`config.mk`:
```
export PLATFORM = sky130hd
export DESIGN_NAME = mem_port_arbiter
export DESIGN_NICKNAME = d
export VERILOG_FILES = /design/src/rtl/mem_arb_pkg.sv /design/src/rtl/mem_byte_lane.sv /design/src/rtl/mem_port_arbiter.sv
export SDC_FILE = /design/constraint.sdc
export NUM_CORES = 1
export LEC_CHECK = 0
export ABC_CLOCK_PERIOD_IN_PS = 5500
export CAP_MARGIN = 25
export CORE_UTILIZATION = 25
export DETAILED_ROUTE_END_ITERATION = 7
export PLACE_DENSITY_LB_ADDON = 0.12
export SLEW_MARGIN = 20
export SYNTH_ARGS = -nofsm -noshare
export SYNTH_HDL_FRONTEND = slang
export SYNTH_SLANG_ARGS = --single-unit
```
`constraint.sdc`:
```
create_clock -name clk -period 5.5 [get_ports clk]
set_clock_uncertainty 0.05 [all_clocks]
set_input_delay 0.825 -clock clk [delete_from_list [all_inputs] [get_ports clk]]
set_output_delay 0.825 -clock clk [all_outputs]
set_load 0.05 [all_outputs]
```
`src/rtl/mem_arb_pkg.sv`:
```
// Shared constants and helpers for the unified memory-port arbiter.
package mem_arb_pkg;

    // Arbiter sequencing states
    typedef enum logic [1:0] {
        IDLE = 2'd0,
        BUSY = 2'd1,
        RESP = 2'd2
    } state_t;

    // Identity of the requester that owns the current transaction
    localparam logic GNT_IF = 1'b0;
    localparam logic GNT_D  = 1'b1;

    // All four byte lanes enabled (word access and every load)
    localparam logic [3:0] BE_WORD = 4'b1111;

    // Sign-extend one byte to a full 32-bit word (lb result)
    function automatic logic [31:0] sext8(input logic [7:0] b);
        return {{24{b[7]}}, b};
    endfunction

endpackage

```
`src/rtl/mem_byte_lane.sv`:
```
// Little-endian byte-lane steering between the CPU data path and the
// 32-bit memory bus: store byte enables, store data replication and
// load byte extraction with sign extension.
module mem_byte_lane
    import mem_arb_pkg::*;
(
    input  logic [1:0]  lane,
    input  logic        byte_op,
    input  logic        we,
    input  logic [31:0] wdata,
    input  logic [31:0] rdata,
    output logic [3:0]  be,
    output logic [31:0] wdata_fmt,
    output logic [31:0] load_fmt
);

    logic [7:0] rd_byte;

    // Steer byte lanes: only byte stores narrow the enables, loads read the full word
    always_comb begin
        be        = BE_WORD;
        wdata_fmt = wdata;
        load_fmt  = rdata;
        rd_byte   = rdata[{lane, 3'b000} +: 8];
        if (byte_op && we) begin
            be = 4'b0001 << lane;
        end
        if (byte_op) begin
            wdata_fmt = {4{wdata[7:0]}};
            load_fmt  = sext8(rd_byte);
        end
    end

endmodule

```
`src/rtl/mem_port_arbiter.sv`:
```
// Shares the single memory port between instruction fetch and data
// accesses of the multi-cycle CPU. Data has priority, but after
// MAX_D_STREAK back-to-back data grants with fetch waiting, fetch is
// forced through. Each transaction runs IDLE -> BUSY -> RESP, with the
// completion ack registered out of RESP so it appears in the following
// IDLE cycle. Misaligned word/fetch accesses skip memory entirely, and a
// memory that never answers is abandoned after TIMEOUT BUSY cycles.
module mem_port_arbiter
    import mem_arb_pkg::*;
#(
    parameter int ADDR_W       = 32,
    parameter int TIMEOUT      = 15,
    parameter int MAX_D_STREAK = 4
) (
    input  logic              clk,
    input  logic              rst,
    input  logic              if_req,
    input  logic [ADDR_W-1:0] if_addr,
    output logic              if_ack,
    output logic [31:0]       if_rdata,
    input  logic              d_req,
    input  logic              d_we,
    input  logic              d_byte,
    input  logic [ADDR_W-1:0] d_addr,
    input  logic [31:0]       d_wdata,
    output logic              d_ack,
    output logic [31:0]       d_rdata,
    output logic              err,
    output logic              mem_req,
    output logic              mem_we,
    output logic [3:0]        mem_be,
    output logic [ADDR_W-1:0] mem_addr,
    output logic [31:0]       mem_wdata,
    input  logic [31:0]       mem_rdata,
    input  logic              mem_ready
);

    localparam int              SW         = $clog2(MAX_D_STREAK + 1);
    localparam logic [SW-1:0]   STREAK_MAX = SW'(MAX_D_STREAK);
    localparam logic [7:0]      TO_LAST    = 8'(TIMEOUT - 1);

    state_t            state;
    state_t            state_next;

    // Transaction context captured at grant time
    logic              gnt;
    logic              err_pend;
    logic [1:0]        lane;
    logic              byte_op;
    logic [31:0]       rdata_hold;

    logic [SW-1:0]     streak;
    logic [7:0]        tcnt;

    // Arbitration and lane-steering nets
    logic              fetch_forced;
    logic              grant_d;
    logic              grant_any;
    logic [ADDR_W-1:0] win_addr;
    logic              win_we;
    logic              win_byte;
    logic              misalign;
    logic              timeout_hit;
    logic [1:0]        lane_sel;
    logic              byte_sel;
    logic [3:0]        be_fmt;
    logic [31:0]       wdata_fmt;
    logic [31:0]       load_fmt;

    // Pick the winner from live requests and qualify its alignment
    always_comb begin
        fetch_forced = if_req && (streak == STREAK_MAX);
        grant_d      = d_req && !fetch_forced;
        grant_any    = d_req || if_req;
        win_addr     = grant_d ? d_addr : if_addr;
        win_we       = grant_d && d_we;
        win_byte     = grant_d && d_byte;
        misalign     = !win_byte && (win_addr[1:0] != 2'b00);
        timeout_hit  = (tcnt == TO_LAST);
        // In IDLE the lane logic formats the incoming store; afterwards it
        // formats returning read data using the captured byte offset.
        lane_sel     = (state == IDLE) ? win_addr[1:0] : lane;
        byte_sel     = (state == IDLE) ? win_byte      : byte_op;
    end

    mem_byte_lane u_lane (
        .lane      (lane_sel),
        .byte_op   (byte_sel),
        .we        (win_we),
        .wdata     (d_wdata),
        .rdata     (mem_rdata),
        .be        (be_fmt),
        .wdata_fmt (wdata_fmt),
        .load_fmt  (load_fmt)
    );

    // State register
    always_ff @(posedge clk or negedge rst) begin
        if (!rst) begin
            state <= IDLE;
        end else begin
            state <= state_next;
        end
    end

    // Next-state: grant, wait for memory or timeout, then one response cycle
    always_comb begin
        state_next = state;
        case (state)
            IDLE: begin
                if (grant_any) begin
                    state_next = misalign ? RESP : BUSY;
                end
            end
            BUSY: begin
                if (mem_ready || timeout_hit) begin
                    state_next = RESP;
                end
            end
            RESP:    state_next = IDLE;
            default: state_next = IDLE;
        endcase
    end

    // Control, memory-port and completion registers
    always_ff @(posedge clk or negedge rst) begin
        if (!rst) begin
            gnt       <= GNT_IF;
            err_pend  <= 1'b0;
            streak    <= '0;
            tcnt      <= '0;
            mem_req   <= 1'b0;
            mem_we    <= 1'b0;
            mem_be    <= '0;
            mem_addr  <= '0;
            mem_wdata <= '0;
            if_ack    <= 1'b0;
            d_ack     <= 1'b0;
            err       <= 1'b0;
            if_rdata  <= '0;
            d_rdata   <= '0;
        end else begin
            if_ack   <= 1'b0;
            d_ack    <= 1'b0;
            err      <= 1'b0;
            if_rdata <= '0;
            d_rdata  <= '0;
            case (state)
                IDLE: begin
                    tcnt <= '0;
                    if (grant_any) begin
                        gnt      <= grant_d ? GNT_D : GNT_IF;
                        err_pend <= misalign;
                        if (grant_d && if_req) begin
                            if (streak != STREAK_MAX) begin
                                streak <= streak + SW'(1);
                            end
                        end else begin
                            streak <= '0;
                        end
                        if (!misalign) begin
                            mem_req   <= 1'b1;
                            mem_we    <= win_we;
                            mem_be    <= be_fmt;
                            mem_addr  <= {win_addr[ADDR_W-1:2], 2'b00};
                            mem_wdata <= wdata_fmt;
                        end
                    end
                end
                BUSY: begin
                    if (mem_ready) begin
                        mem_req  <= 1'b0;
                        err_pend <= 1'b0;
                    end else if (timeout_hit) begin
                        mem_req  <= 1'b0;
                        err_pend <= 1'b1;
                    end else begin
                        tcnt <= tcnt + 8'd1;
                    end
                end
                RESP: begin
                    err <= err_pend;
                    if (gnt == GNT_D) begin
                        d_ack   <= 1'b1;
                        d_rdata <= rdata_hold;
                    end else begin
                        if_ack   <= 1'b1;
                        if_rdata <= rdata_hold;
                    end
                end
                default: ;
            endcase
        end
    end

    // Data context: byte offset at grant, formatted read word at completion
    // (zero for misaligned or timed-out accesses)
    always_ff @(posedge clk) begin
        if (state == IDLE) begin
            lane    <= win_addr[1:0];
            byte_op <= win_byte;
        end
        rdata_hold <= (state == BUSY && mem_ready) ? load_fmt : 32'd0;
    end

endmodule
```
== Word-level counts from Yosys, hierarchy flattened ==
Index checks and enable logic that the tools add are counted.

* Flip-flop bits (word level): 185
* Latch bits: 0
* Memory bits (writable): 0
* Bits in read-only memories: 0
* Input bits: 135
* Output and inout bits: 137
* Word-level logic and storage cells: 91
* Memories: 0

* Add/sub/neg operators: 2
* Multipliers: 0
* Divide/modulo/power cells: 0
* $lt $le $gt $ge: 0
* Equal/unequal tests: 12
* Shift operators: 2
* Multiplexer cells: 34
* Bitwise gates (word level): 1
* Reduce and logical (&&, ||, !) cells: 22

{| class="wikitable"
|+ Operators by type and width
! kind !! number
|-
| $mux 32 || 7
|-
| $shiftx 32x6->8 || 1
|-
| $mux 8 || 2
|-
| $pmux 8 s2 || 1
|-
| $mux 1 || 14
|-
| $reduce_and 3->1 || 4
|-
| $ne 2x2->1 const B || 5
|-
| $add 8x1->8 const B || 1
|-
| $eq 8x4->1 const B || 1
|-
| $logic_and 1x1->1 || 8
|-
| $mux 2 || 4
|-
| $mux 3 || 2
|-
| $ne 3x3->1 const B || 2
|-
| $mux 4 || 1
|-
| $pmux 1 s2 || 2
|-
| $pmux 2 s2 || 1
|-
| $reduce_and 2->1 || 2
|-
| $reduce_and 4->1 || 1
|-
| $reduce_bool 2->1 || 2
|-
| $shl 1x2->4 const A || 1
|-
| $add 3x1->3 const B || 1
|-
| $eq 3x3->1 const B || 1
|-
| $eq 2x1->1 const B || 1
|-
| $eq 2x2->1 const B || 1
|-
| 5 further kinds || 7
|}

== Depth between registers and ports, before layout ==
* Depth in word-level cells: 10
* Mapped depth: 9
* Depth with buffers taken out: 8

== By module ==
Synthesis repeated with hierarchy kept, for this count alone.

* Cells, all modules: 676
* Area total of the unflattened synthesis: 7932.6 um^2

{| class="wikitable"
|+ Modules (own cells, without submodules)
! module !! times used !! cells an instance !! area each (um^2) !! seq. area each (um^2)
|-
| mem_port_arbiter || 1 || 502 || 6919.1 || 4454.3
|-
| mem_byte_lane || 1 || 174 || 1013.5 || 0.0
|}

== Worst setup path before layout ==
Ideal clock, no wire load.

* Path type: input-to-reg
* Start: input d_req
* End: register rdata_hold[6]
* Setup time: 0.079 ns
* Arrival time: 2.028 ns
* Required time: 5.371 ns
* Path slack: 3.344 ns
* Stages: 6
* Path buffers: 1
* Cells stage by stage: buf_2 nand2_1 o211a_1 a211oi_1 nand3_1 o211ai_1

* Longest elaborated chain between the ends: 5
* Elaborated cells between the ends (all ways): 7
* Those cells by class: shift (1); mux (4); reduce/logical (2)

{| class="wikitable"
|+ RTL lines
! element !! line !! text
|-
| start, declared || mem_port_arbiter.sv:21 || <nowiki>input logic d_req,</nowiki>
|-
| $logic_and 1x1->1 (*) || mem_port_arbiter.sv:73 || <nowiki>grant_d = d_req && !fetch_forced;</nowiki>
|-
| $mux 32 || mem_port_arbiter.sv:75 || <nowiki>win_addr = grant_d ? d_addr : if_addr;</nowiki>
|-
| $mux 2 || n/a ||
|-
| $shiftx 32x6->8 || mem_byte_lane.sv:24 || <nowiki>rd_byte = rdata[{lane, 3'b000} +: 8];</nowiki>
|-
| $mux 32 (*) || mem_byte_lane.sv:28 || <nowiki>if (byte_op) begin</nowiki>
|-
| end signal, assigned || mem_port_arbiter.sv:203 || <nowiki>rdata_hold <= (state == BUSY && mem_ready) ? load_fmt : 32'd0;</nowiki>
|-
| end, declared || mem_port_arbiter.sv:50 || <nowiki>logic [31:0] rdata_hold;</nowiki>
|}

Every way passes the cells marked *; elsewhere a longest branch is shown, timed or not.
A chain may end at the register's enable or synchronous reset.

== Worst setup path after layout ==
* Start: input if_req
* End: register mem_wdata[26]

* Longest elaborated chain between the ends: 8
* Elaborated cells between the ends (all ways): 13
* Those cells by class: mux (3); bitwise (1); reduce/logical (9)

{| class="wikitable"
|+ RTL lines
! element !! line !! text
|-
| start, declared || mem_port_arbiter.sv:17 || <nowiki>input logic if_req,</nowiki>
|-
| $logic_and 1x1->1 || mem_port_arbiter.sv:72 || <nowiki>fetch_forced = if_req && (streak == STREAK_MAX);</nowiki>
|-
| $logic_not 1->1 || mem_port_arbiter.sv:73 ||
|-
| $logic_and 1x1->1 || mem_port_arbiter.sv:73 ||
|-
| $mux 32 or $logic_and 1x1->1 (tied branches) || mem_port_arbiter.sv:75, mem_port_arbiter.sv:77 ||
|-
| $reduce_bool 2->1 or $logic_not 1->1 (tied branches) || mem_port_arbiter.sv:78 || <nowiki>misalign = !win_byte && (win_addr[1:0] != 2'b00);</nowiki>
|-
| $logic_and 1x1->1 || mem_port_arbiter.sv:78 ||
|-
| $not 1->1 (no source line) || n/a ||
|-
| $reduce_and 3->1 (no source line) || n/a ||
|-
| end signal, assigned || mem_port_arbiter.sv:166 || <nowiki>mem_wdata <= wdata_fmt;</nowiki>
|-
| end, declared || mem_port_arbiter.sv:33 || <nowiki>output logic [31:0] mem_wdata,</nowiki>
|}

Several ways; a longest one is shown, not always the timed one.

==> summary.txt <==
Outcome
  • Status: finished clean

Worst setup path
  • Crit path max fanout: 35
  • Worst setup EP type: flop
  • Worst path bufs/invs: 3
  • CP dominant cell by count: a21oi_1
  • Slowest cell on crit path: a41oi_4
  • Delay-heaviest family, CP: compound AO/OA/AOI/OAI gates
  • Startpoint Class: input port
  • Crit Path Class: in2reg
  • WP data arrival: 3.30 ns
  • Worst path required time: 5.77 ns
  • Cells along the critical path: clkdlybuf4s50_1 -> nand3_2 -> a41oi_4 -> inv_1 -> buf_4 -> and2_1 -> a21oi_1 -> a21oi_1
  • Max incr delay on CP: 0.80 ns

Logic synthesis
  • Synth unique cells: 48
  • Asr flop ratio synth: 0.811
  • Synth top area share: 0.516
  • Top cells by area, synth: dfrtp_1 52%, dfxtp_1 9.6%, and2_1 6.2%
  • Synth Cell Area: 7270 um^2
  • Synthesized instance count: 689
  • Cell taking the most area after synthesis: dfrtp_1
  • Number of synthesized flops with an enable pin: 0
  • Yosys warning count: 0
  • Syn Area/Cell: 10.6 um^2
  • Seq/Total Area, Yosys: 0.613
  • Synth Register Bits: 185
  • Main synth FF type: dfrtp_1

Placement
  • Pre-CTS setup slack: 1.96 ns
  • Gp weighted congestion: 0.735
  • DP Cell Count: 1,311
  • Final HPWL from detailed placement: 16.2 mm
  • IO Port Bufs: 269

Timing
  • Ratio of final minimum period to clock period: 0.552
  • Unrepaired setup endpoints after global routing: no
  • Fin worst setup slack: 2.46 ns
  • Max Slew Vio Count: 0
  • # setup viols final: 0
  • Setup TNS: 0 ns
  • Hold WS: 0.360 ns
  • Post-layout min period: 3.04 ns
  • Fin. Hold Viols: 0
  • Slew @ Worst Pin: 0.950 ns
  • Slew headroom: 0.363
  • Fmax: 329 MHz

Clock network
  • CTS root buffer: clkbuf_16
  • CTS Sinks: 185
  • Setup Buffers After CTS: 0
  • CTS Buffer Depth: 2
  • Reg clk slew, reported paths: 0.09 ns
  • CTS tree: done
  • Post-CTS sizing: 0
  • Later-pin clock latency in the skew report: 0.43 ns
  • CTS Buf Count: 17
  • H-tree levels: 4
  • Hold-fix buffers at CTS: 0

Final layout
  • Commonest cells after routing, fill and taps aside: 268 x clkdlybuf4s50_1, 150 x dfrtp_1, 96 x nand2_1, 72 x and2_1, 68 x nor2_1
  • Share of cells above drive strength 1: 0.0761
  • Commonest non-fill, non-tap cell in the layout: clkdlybuf4s50_1
  • Total Nets Final: 1,085
  • Layout area overhead: 50.6%
  • Final non-filler cell total: 1,343
  • Inserted Diodes: 0

Global routing
  • Largest net degree at the start of global routing: 80
  • Congestion Overflow GR: 0
  • Total Routing Usage GR: 0.156
  • Number of global-route vias before repair: 6,054
  • Initial antenna violation count: 1
  • First-pass GRT wire length: 35.7 mm

Drt
  • DR DRC count: 0
  • DR vias/cell: 4.29
  • Wire per inst: 16.7 um
  • DRT Wirelength: 22.5 mm
  • Antenna Nets Post-Route: 0
  • Via count: 5,766
  • 1st-iter DRT viols: 294
  • First-pass detailed-route iteration total: 4

Floorplan
  • Die H: 173 um
  • FP Rows: 62
  • Placeable Area: 28,600 um^2
  • Initial core utilization: 0.254
  • Ports: 272
  • Die width: 173 um
  • Die area: 29,800 um^2

Hold path
  • HP Class: in2async

Power and ir drop
  • Worst vdd ir: 0.319 mV
  • PwrDens: 518 nW/um^2
  • Lkg Pwr: 0.00456 uW

Job
  • Max Cap Viol: 0
-- synthesized netlist by cell type, types with 2 or more instances --
| master | number |
|---|---|
| a211oi_1 | 2 |
| a21o_1 | 5 |
| a21oi_1 | 58 |
| a31o_2 | 2 |
| a31oi_1 | 30 |
| a32o_1 | 2 |
| and2_1 | 72 |
| and3_1 | 5 |
| buf_2 | 19 |
| buf_4 | 3 |
| buf_6 | 2 |
| clkbuf_1 | 18 |
| dfrtp_1 | 150 |
| dfxtp_1 | 35 |
| ha_1 | 4 |
| inv_1 | 7 |
| mux2_2 | 15 |
| nand2_1 | 96 |
| nand2b_1 | 4 |
| nand3_1 | 13 |
| nand3b_1 | 2 |
| nor2_1 | 69 |
| nor2b_1 | 2 |
| nor3_1 | 2 |
| o211ai_1 | 8 |
| o21a_1 | 27 |
| o21ai_0 | 14 |
| o31ai_1 | 2 |
| xor2_1 | 2 |
-- layer usage --
metal	up-vias	track usage	wire (um)
li1	2821	-	-
met1	2712	0.203	10200
met2	216	0.236	9820
met3	15	0.0672	2200
met4	2	0.0402	231
met5	-	0	13
-- cell type report --
cell class | instances | area, um^2
inverters | 8 | 30.0
multi-input cells | 454 | 2600
repair buffers | 280 | 2780
fillers | 2808 | 17700
clock buffers | 18 | 439
well taps | 384 | 480
flip-flops and latches | 185 | 4450
clock inverters | 14 | 170
-- cells by family (layout without fill, tap and decap cells) --
kind of cell | after synthesis | in the layout | synth area share
other cells | 1 | 2 | 0.000516
compound gates | 156 | 156 | 0.136
xor+xnor | 2 | 2 | 0.00241
mux | 16 | 16 | 0.0263
flops | 185 | 185 | 0.613
fa+ha+maj | 4 | 4 | 0.00688
simple gates | 274 | 274 | 0.182
buf+inv | 51 | 320 | 0.0332
-- flip-flops by register name (all words and copies together), names as in the netlist, 2 cells and up --
name	flops
lane	2
mem_be	4
d_rdata	32
if_rdata	32
state	2
mem_addr	30
streak	3
tcnt	8
mem_wdata	32
rdata_hold	32
-- where the power goes --
| group | internal (uW) | switching, uW | total, uW |
|---|---|---|---|
| registers | 1690 | 219 | 1910 |
| logic | 843 | 1670 | 2520 |
| clock network | 629 | 620 | 1250 |
-- worst paths after layout --
path	from	end	slack [ns]	cells past startpoint
max	if_req	mem_wdata[26]	2.46	8
max reg2reg	streak[0]	mem_wdata[26]	2.82	9
min reg2reg	rdata_hold[27]	d_rdata[27]	0.41	1
min in group clk	rdata_hold[27]	d_rdata[27]	0.41	1
max in group asynchronous	rst	if_rdata[0]	3.93	2
min	rst	d_rdata[24]	0.36	1
-- stage by stage --
| step | utilization | power, uW | cell area (um^2) |
|---|---|---|---|
| after detailed placement | 0.361 | 4480 | 10300 |
| after global placement | 0.361 | 4490 | 10300 |
| after CTS | 0.382 | 5760 | 10900 |
| final | 0.382 | 5680 | 10900 |
| after global routing | 0.382 | 6000 | 10900 |
| after floorplan | - | 3530 | 7270 |
No activity file was read; power rests on OpenSTA's default activity.
